## config.mk

```make
export PLATFORM = sky130hd
export DESIGN_NAME = csr_target_timeout_monitor
export DESIGN_NICKNAME = d
export VERILOG_FILES = /design/src/rtl/csr_target_timeout_monitor.sv
export SDC_FILE = /design/constraint.sdc
export NUM_CORES = 1
export LEC_CHECK = 0
export BUFFER_PORTS_ARGS = -buffer_cell sky130_fd_sc_hd__buf_4
export CAP_MARGIN = 20
export CORE_MARGIN = 5
export CORE_UTILIZATION = 30
export CTS_BUF_LIST = sky130_fd_sc_hd__clkbuf_8
export DETAILED_ROUTE_END_ITERATION = 10
export PLACE_DENSITY = 0.64
export SYNTH_ARGS = -nofsm -noshare
export SYNTH_HDL_FRONTEND = slang
export SYNTH_SLANG_ARGS = --single-unit
```

## constraint.sdc

```tcl
create_clock -name clk -period 6.9 [get_ports clk]
set_clock_uncertainty 0.15 [all_clocks]
set_input_delay 0.69 -clock clk [delete_from_list [all_inputs] [get_ports clk]]
set_output_delay 0.69 -clock clk [all_outputs]
set_load 0.005 [all_outputs]
```

## src/rtl/csr_target_timeout_monitor.sv

```systemverilog
// csr_target_timeout_monitor
//
// Default target for a pipelined CSR bus segment. A request that no other
// target claims is acknowledged after a programmable number of enabled
// cycles. Reads complete with zero data and a fixed error flag. Every
// timed-out request is captured (select/address/direction/data), counted in
// a saturating counter and flagged on a sticky interrupt. Software can then
// see which address decoded to nothing.
//
// Cycle numbering: cycle 0 is the first enabled cycle in which valid is
// sampled high in IDLE. With timeout T the acknowledge is high in cycle T+1.
// For reads, read_data_valid is high in cycle T+2. All outputs are registered.

module csr_target_timeout_monitor #(
    parameter int TIMEOUT_WIDTH = 16,
    parameter int DATA_WIDTH    = 32,
    parameter int COUNT_WIDTH   = 8,
    parameter bit READ_ERROR    = 1'b1
) (
    input  logic                     clk,
    input  logic                     clk__enable,
    input  logic                     reset_n,

    input  logic [TIMEOUT_WIDTH-1:0] csr_timeout,

    input  logic                     csr_request__valid,
    input  logic                     csr_request__read_not_write,
    input  logic [15:0]              csr_request__select,
    input  logic [15:0]              csr_request__address,
    input  logic [DATA_WIDTH-1:0]    csr_request__data,

    input  logic                     status_clear,

    output logic                     csr_response__acknowledge,
    output logic                     csr_response__read_data_valid,
    output logic                     csr_response__read_data_error,
    output logic [DATA_WIDTH-1:0]    csr_response__read_data,

    output logic                     timeout_irq,
    output logic [COUNT_WIDTH-1:0]   timeout_count,
    output logic [15:0]              last_select,
    output logic [15:0]              last_address,
    output logic                     last_read_not_write,
    output logic [DATA_WIDTH-1:0]    last_data
);

    typedef enum logic [2:0] {
        ST_IDLE,
        ST_COUNTING,
        ST_ACK,
        ST_READ_DATA,
        ST_WAIT_DROP
    } state_t;

    state_t                   state;
    logic [TIMEOUT_WIDTH-1:0] counter;
    logic                     rnw_r;
    logic                     log_event;

    // A timeout fires on the last counting cycle if the master is still
    // holding the request. If valid has dropped, the request is treated as
    // aborted, even when the count has expired.
    assign log_event = (state == ST_COUNTING) &&
                       csr_request__valid &&
                       (counter == TIMEOUT_WIDTH'(1));

    // The default target never returns data.
    assign csr_response__read_data = '0;

    // Request sequencing: count down, acknowledge, optional read completion,
    // then wait for the master to release valid.
    always_ff @(posedge clk or negedge reset_n) begin
        if (!reset_n) begin
            state                         <= ST_IDLE;
            counter                       <= '0;
            rnw_r                         <= 1'b0;
            csr_response__acknowledge     <= 1'b0;
            csr_response__read_data_valid <= 1'b0;
            csr_response__read_data_error <= 1'b0;
        end else if (clk__enable) begin
            // NOTE: non-blocking assignments let the response strobes take a
            // default of 0 here and be raised below. Every register still
            // updates from values sampled at the same edge.
            csr_response__acknowledge     <= 1'b0;
            csr_response__read_data_valid <= 1'b0;
            csr_response__read_data_error <= 1'b0;

            case (state)
                ST_IDLE: begin
                    // A zero timeout disables the block entirely.
                    if (csr_request__valid && (csr_timeout != '0)) begin
                        counter <= csr_timeout;
                        rnw_r   <= csr_request__read_not_write;
                        state   <= ST_COUNTING;
                    end
                end

                ST_COUNTING: begin
                    // The count was loaded on entry, so later changes to
                    // csr_timeout do not affect this request.
                    if (!csr_request__valid) begin
                        state <= ST_IDLE;
                    end else if (counter == TIMEOUT_WIDTH'(1)) begin
                        state                     <= ST_ACK;
                        csr_response__acknowledge <= 1'b1;
                    end else begin
                        counter <= counter - TIMEOUT_WIDTH'(1);
                    end
                end

                ST_ACK: begin
                    if (rnw_r) begin
                        state                         <= ST_READ_DATA;
                        csr_response__read_data_valid <= 1'b1;
                        csr_response__read_data_error <= READ_ERROR;
                    end else begin
                        state <= ST_WAIT_DROP;
                    end
                end

                ST_READ_DATA: begin
                    state <= ST_WAIT_DROP;
                end

                ST_WAIT_DROP: begin
                    // The master must release valid for at least one cycle
                    // before another request can be recognised.
                    if (!csr_request__valid) begin
                        state <= ST_IDLE;
                    end
                end

                default: begin
                    state <= ST_IDLE;
                end
            endcase
        end
    end

    // Capture the identity of each timed-out request. Only reset clears it.
    always_ff @(posedge clk or negedge reset_n) begin
        if (!reset_n) begin
            last_select         <= '0;
            last_address        <= '0;
            last_read_not_write <= 1'b0;
            last_data           <= '0;
        end else if (clk__enable && log_event) begin
            last_select         <= csr_request__select;
            last_address        <= csr_request__address;
            last_read_not_write <= rnw_r;
            last_data           <= rnw_r ? '0 : csr_request__data;
        end
    end

    // Saturating timeout counter and sticky interrupt. A logging event takes
    // priority over a coincident status_clear, so that timeout is not lost.
    always_ff @(posedge clk or negedge reset_n) begin
        if (!reset_n) begin
            timeout_count <= '0;
            timeout_irq   <= 1'b0;
        end else if (clk__enable) begin
            if (log_event) begin
                timeout_irq <= 1'b1;
                if (status_clear) begin
                    timeout_count <= COUNT_WIDTH'(1);
                end else if (timeout_count != '1) begin
                    timeout_count <= timeout_count + COUNT_WIDTH'(1);
                end
            end else if (status_clear) begin
                timeout_count <= '0;
                timeout_irq   <= 1'b0;
            end
        end
    end

endmodule

```

-- After elaboration in Yosys (flattened, before gate mapping)
Cells that the tools add are included.
- flip-flop bits (word level): 96
- input bits: 86
- output and inout port bits: 109
- logic and storage cells: 60
- $add $sub $neg: 2
- equal/unequal tests: 11
- mux-type cells: 22
- reduce and logical (&&, ||, !) cells: 14
- operators with widths (cell ; number):
    two-way mux 16 bit ; 3
    two-way mux 32 bit ; 1
    two-way mux 8 bit ; 4
    one-hot mux 16 bit (2 select lines) ; 1
    equality test 16 x 1 -> 1 bit (second input constant) ; 1
    nonzero test 16 bit ; 1
    subtractor 16 x 1 -> 16 bit (second input constant) ; 1
    two-way mux 3 bit ; 5
    one-hot mux 3 bit (5 select lines) ; 1
    adder 8 x 1 -> 8 bit (second input constant) ; 1
    inequality test 2 bit (second input constant) ; 4
    inequality test 8 bit (second input constant) ; 1
    two-way mux 1 bit ; 7
    equality test 3 x 2 -> 1 bit (second input constant) ; 2
    AND reduction 3 bit ; 2
    nonzero test 2 bit ; 3
    AND reduction 5 bit ; 1
    logical AND 1 bit ; 4
    AND reduction 4 bit ; 1
    equality test 3 x 1 -> 1 bit (second input constant) ; 1
    equality test 3 bit (second input constant) ; 1
    logical NOT 3 bit ; 1
    inequality test 3 x 2 -> 1 bit (second input constant) ; 1
    AND reduction 2 bit ; 1

-- Logic depth before layout (Yosys ltp)
- word-level depth: 5
- mapped depth: 11
- mapped depth without buffers: 7

-- Worst setup path after synthesis
OpenSTA, ideal clock, no wires.
- path type: reg2reg
- from: register counter[0]
- to: register counter[5]
- arrival time: 1.905 ns
- data required time: 6.629 ns
- slack: 4.723 ns
- cell stages (with the launch flop): 11
- cells stage by stage: dfrtp_1 -> ha_1 -> nor4b_1 -> and4_1 -> buf_4 -> nand2b_2 -> buf_6 -> and2_4 -> buf_6 -> buf_8 -> o22a_1
- longest elaborated chain between the ends: 4
- ends and longest elaborated chain (element ; RTL line ; RTL):
    start, declared ; 56 ; logic [TIMEOUT_WIDTH-1:0] counter;
    start signal, assigned ; 92 ; counter <= csr_timeout;
    start signal, assigned ; 107 ; counter <= counter - TIMEOUT_WIDTH'(1);
    subtractor 16 x 1 -> 16 bit ; 107 ;
    two-way mux 16 bit ; 103 ; end else if (counter == TIMEOUT_WIDTH'(1)) begin
    two-way mux 16 bit ; 101 ; if (!csr_request__valid) begin
    one-hot mux 16 bit (2 select lines) ; 88 ; case (state)
Parallel ways exist; a longest one is shown, timed or not. The select of a mux whose other input is x is not followed.
A chain may end at the register's enable or synchronous reset.

-- Worst setup path in the final report
- from: register counter[7]
- to: register timeout_count[6]
- longest elaborated chain between the ends: 4
- ends and longest elaborated chain (element ; RTL line ; RTL):
    equality test 16 x 1 -> 1 bit * ; 65 ; (counter == TIMEOUT_WIDTH'(1));
    logical AND 1 bit * ; 64 ; csr_request__valid &&
    nonzero test 2 bit (no line) ; - ;
    AND reduction 3 bit (no line) ; - ;
    end signal, assigned ; 167 ; timeout_count <= timeout_count + COUNT_WIDTH'(1);
    end, declared ; 40 ; output logic [COUNT_WIDTH-1:0] timeout_count,
Every way passes the cells marked *; elsewhere a longest branch is shown, timed or not.

==> qor.txt <==
largest net degree at the start of global routing: 72
initial antenna violation count: 0
CP required: 7.03 ns
Clock Path Buffers: 2
status: finished clean
Post-Synth Simple-Gate Area: 0.286
synthesized flop and latch total: 96
dominant synthesized flop cell: dfrtp_1
TritonCTS Sinks: 96
most common cell after layout, fill and taps aside: nand2_1
fraction of layout cells with a size suffix above 1: 0.282
H-Tree Depth: 3
Worst Hold Class: in2async
CTS tree: yes
Die X: 136 microns
fill cell count: 1615
DRT Pass-1 Iters: 6
CTS clk-pin slew, worst paths: 0.09 ns
Total GRT Usage: 0.138
Final period util: 0.393
Worst VDD drop: 92.1 uV
Root Driver: clkbuf_8
Port Buf Inserts: 162
CP Depth: 6
Power Density: 208 nW/um^2
Layout Nets: 762
Top Ports: 195
hpwl dp: 9420 microns
RSZ-0062 raised after global routing: false
EDFF count, synth: 0
layout overhead on the synthesized area: 30.0%
non-filler instance count after layout: 894
max frequency: 369 MHz
reg2reg path depth: 6
Placed Cells: 878
Site Rows: 46
crit-path cells: nor4_2 -> and4_1 -> and2_2 -> buf_4 -> a41oi_1 -> nor3_1
dpl ws: 4.10 ns
Final Hold Fails: 0
Post-Syn Area: 4750 sq um
mux share of post-synthesis cell area: 0.00868
leakage: 3.27 nW
worst setup margin: 4.19 ns
Async SR Flop Fraction: 1.00
Post-Route WL: 13300 microns
Placer Congestion: 0.790
Crit. End Element: flip-flop
Synth Area in Compound Gates: 0.0987
placed cell areas: 5990 sq um
DIE AREA: 18500 sq um
critical path arrival: 2.84 ns
largest family of logic cells by synthesized area: simple AND/OR/NAND/NOR gates
adder-cell share of the synthesized area: 0.00789
max-slew violations: 0
crit path from: counter[7]
Reg area: 2400 sq um
Setup violations, final: 0
Setup TNS: 0 ns
DR WL/cell: 14.9 microns
register area share after synthesis: 0.505
height of the die: 136 microns
Flop pwr share: 0.536
Internal: 0.897 mW
crit path time final: 2.71 ns
initial core utilization: 0.303
Setup CP Type: reg2reg
ant diodes: 0
Least-Margin Pin Slew: 1.04 ns
post-synthesis cell type count: 48
hold slack: 0.0854 ns
CP max stage cell: buf_4
Iter 0 DRT Violations: 218
clock latency on the worst-skew pair: 0.37 ns
CP peak stage delay: 0.56 ns
worst-path fanout max: 71
MaxCap Viol Count: 0
synthesized netlist cell count: 529
Post-CTS Resized: 0
most frequent cells in the layout: nand2_1 (178), buf_4 (166), dfrtp_1 (96), nand3b_1 (32), conb_1 (32)
number of global-route vias before repair: 3813
final instance area: 6180 sq um
FF-to-FF Start: counter[7]
switching share of power: 0.302
Post-CTS Hold Fix Bufs: 0
Worst Path Buf+Inv: 1
syn avg cell area: 8.99 sq um
DR vias/cell: 4.69
NetSw: 0.388 mW
Crit path max-delay family: simple AND/OR/NAND/NOR gates
Clk pwr share: 0.293
Synthesis Warnings: 0
setup bufs post-CTS: 0
Core Area: 15700 sq um
DRC violations left: 0
Startpoint Class: flip-flop
grt ovf: 0
Gate power share: 0.171
xor-xnor portion of the synthesized cell area: 0
area of the multi-input gates: 2040 sq um
first-pass GRT wire length: 20300 microns
via count: 4194
total CTS buffers: 9
max_slew headroom: 0.307
number of routed nets with antenna violations: 0
==> worst reg2reg max path: cells and delay by family, from the launching register on <==
family | cells | cell delay [ns]
simple gates | 4 | 1.26
buf+inv | 1 | 0.56
flops | 1 | 0.43
compound gates | 1 | 0.24
==> cell type report <==
| cell class | instances | area share |
|---|---|---|
| well taps | 216 | 0.0437 |
| clock inverters | 7 | 0.0115 |
| clock buffers | 9 | 0.0200 |
| multi-input cells | 392 | 0.330 |
| inverters | 8 | 0.00486 |
| repair buffers | 166 | 0.202 |
| flip-flops and latches | 96 | 0.389 |
==> synthesized netlist by cell type (2+ instances only) <==
cell	number	area, sq um
a21oi_1	5	25.0
a22oi_1	4	30.0
a2bb2oi_1	8	70.1
a31oi_1	11	68.8
a41oi_1	3	26.3
and2_1	3	18.8
and3_1	3	18.8
and4_1	2	17.5
buf_2	7	35.0
buf_4	36	270
buf_6	2	22.5
clkbuf_1	18	67.6
dfrtp_1	96	2400
ha_1	3	37.5
inv_1	8	30.0
mux2i_1	3	30.0
nand2_1	179	672
nand2b_1	4	25.0
nand3_1	6	30.0
nand3b_1	32	240
nand4_1	8	50.1
nor2_1	23	86.3
nor2b_1	3	18.8
nor3_1	10	50.1
nor4_1	7	43.8
o21ai_0	4	20.0
o22a_1	15	131
o22ai_1	2	12.5
o31a_1	2	17.5
o31ai_1	2	15.0
or2_2	2	12.5
or4_1	2	15.0
==> sequential cells by signal (all words and copies together) (netlist names) <==
name / count
last_data: 32
counter: 16
last_address: 16
last_select: 16
timeout_count: 8
state: 3
csr_response__acknowledge: 1
csr_response__read_data_error: 1
last_read_not_write: 1
rnw_r: 1
timeout_irq: 1
==> worst paths after layout <==
check / slack [ns] / endpoint
hold / removal: 0.09 / counter[10]
setup reg to reg: 4.19 / timeout_count[6]
min in group clk: 0.32 / last_address[4]
max in group asynchronous: 5.28 / rnw_r
setup / recovery: 4.19 / timeout_count[6]
hold reg to reg: 0.32 / last_address[4]
==> power by group through the flow <==
stage	clock (mW)	sequential [mW]	combinational, mW
finish	0.377	0.688	0.220
global route	0.411	0.698	0.245
CTS	0.387	0.687	0.220
detailed placement	0	0.697	0.220
global placement	0	0.697	0.218
floorplan	0	0.663	0.170
==> cells by family (layout without fill, tap and decap cells) <==
kind of cell,after synthesis,after routing
AND/OR/NAND/NOR,291,291
flip-flops,96,96
buffers and inverters,72,190
AO/OA/AOI/OAI,62,62
multiplexers,4,4
adder cells (fa/ha/maj),3,3
other,1,32
==> layer usage <==
layer | track usage | wire length [microns] | up-vias | part of all wire
met3 | 0.0374 | 1240 | 9 | 0.093
met2 | 0.205 | 5850 | 165 | 0.44
met1 | 0.197 | 6120 | 1997 | 0.46
met5 | 0 | 0 | - | 0
met4 | 0.0448 | 118 | 0 | 0.0089
li1 | - | - | 2023 | -
==> metrics by stage <==
step,util,power (mW)
4_1_cts,0.393,1.29
3_3_place_gp,0.381,0.915
3_5_place_dp,0.381,0.917
5_1_grt,0.393,1.35
2_1_floorplan,-,0.834
6_report,0.393,1.28
Note: power is estimated with default switching activity, not from simulation.
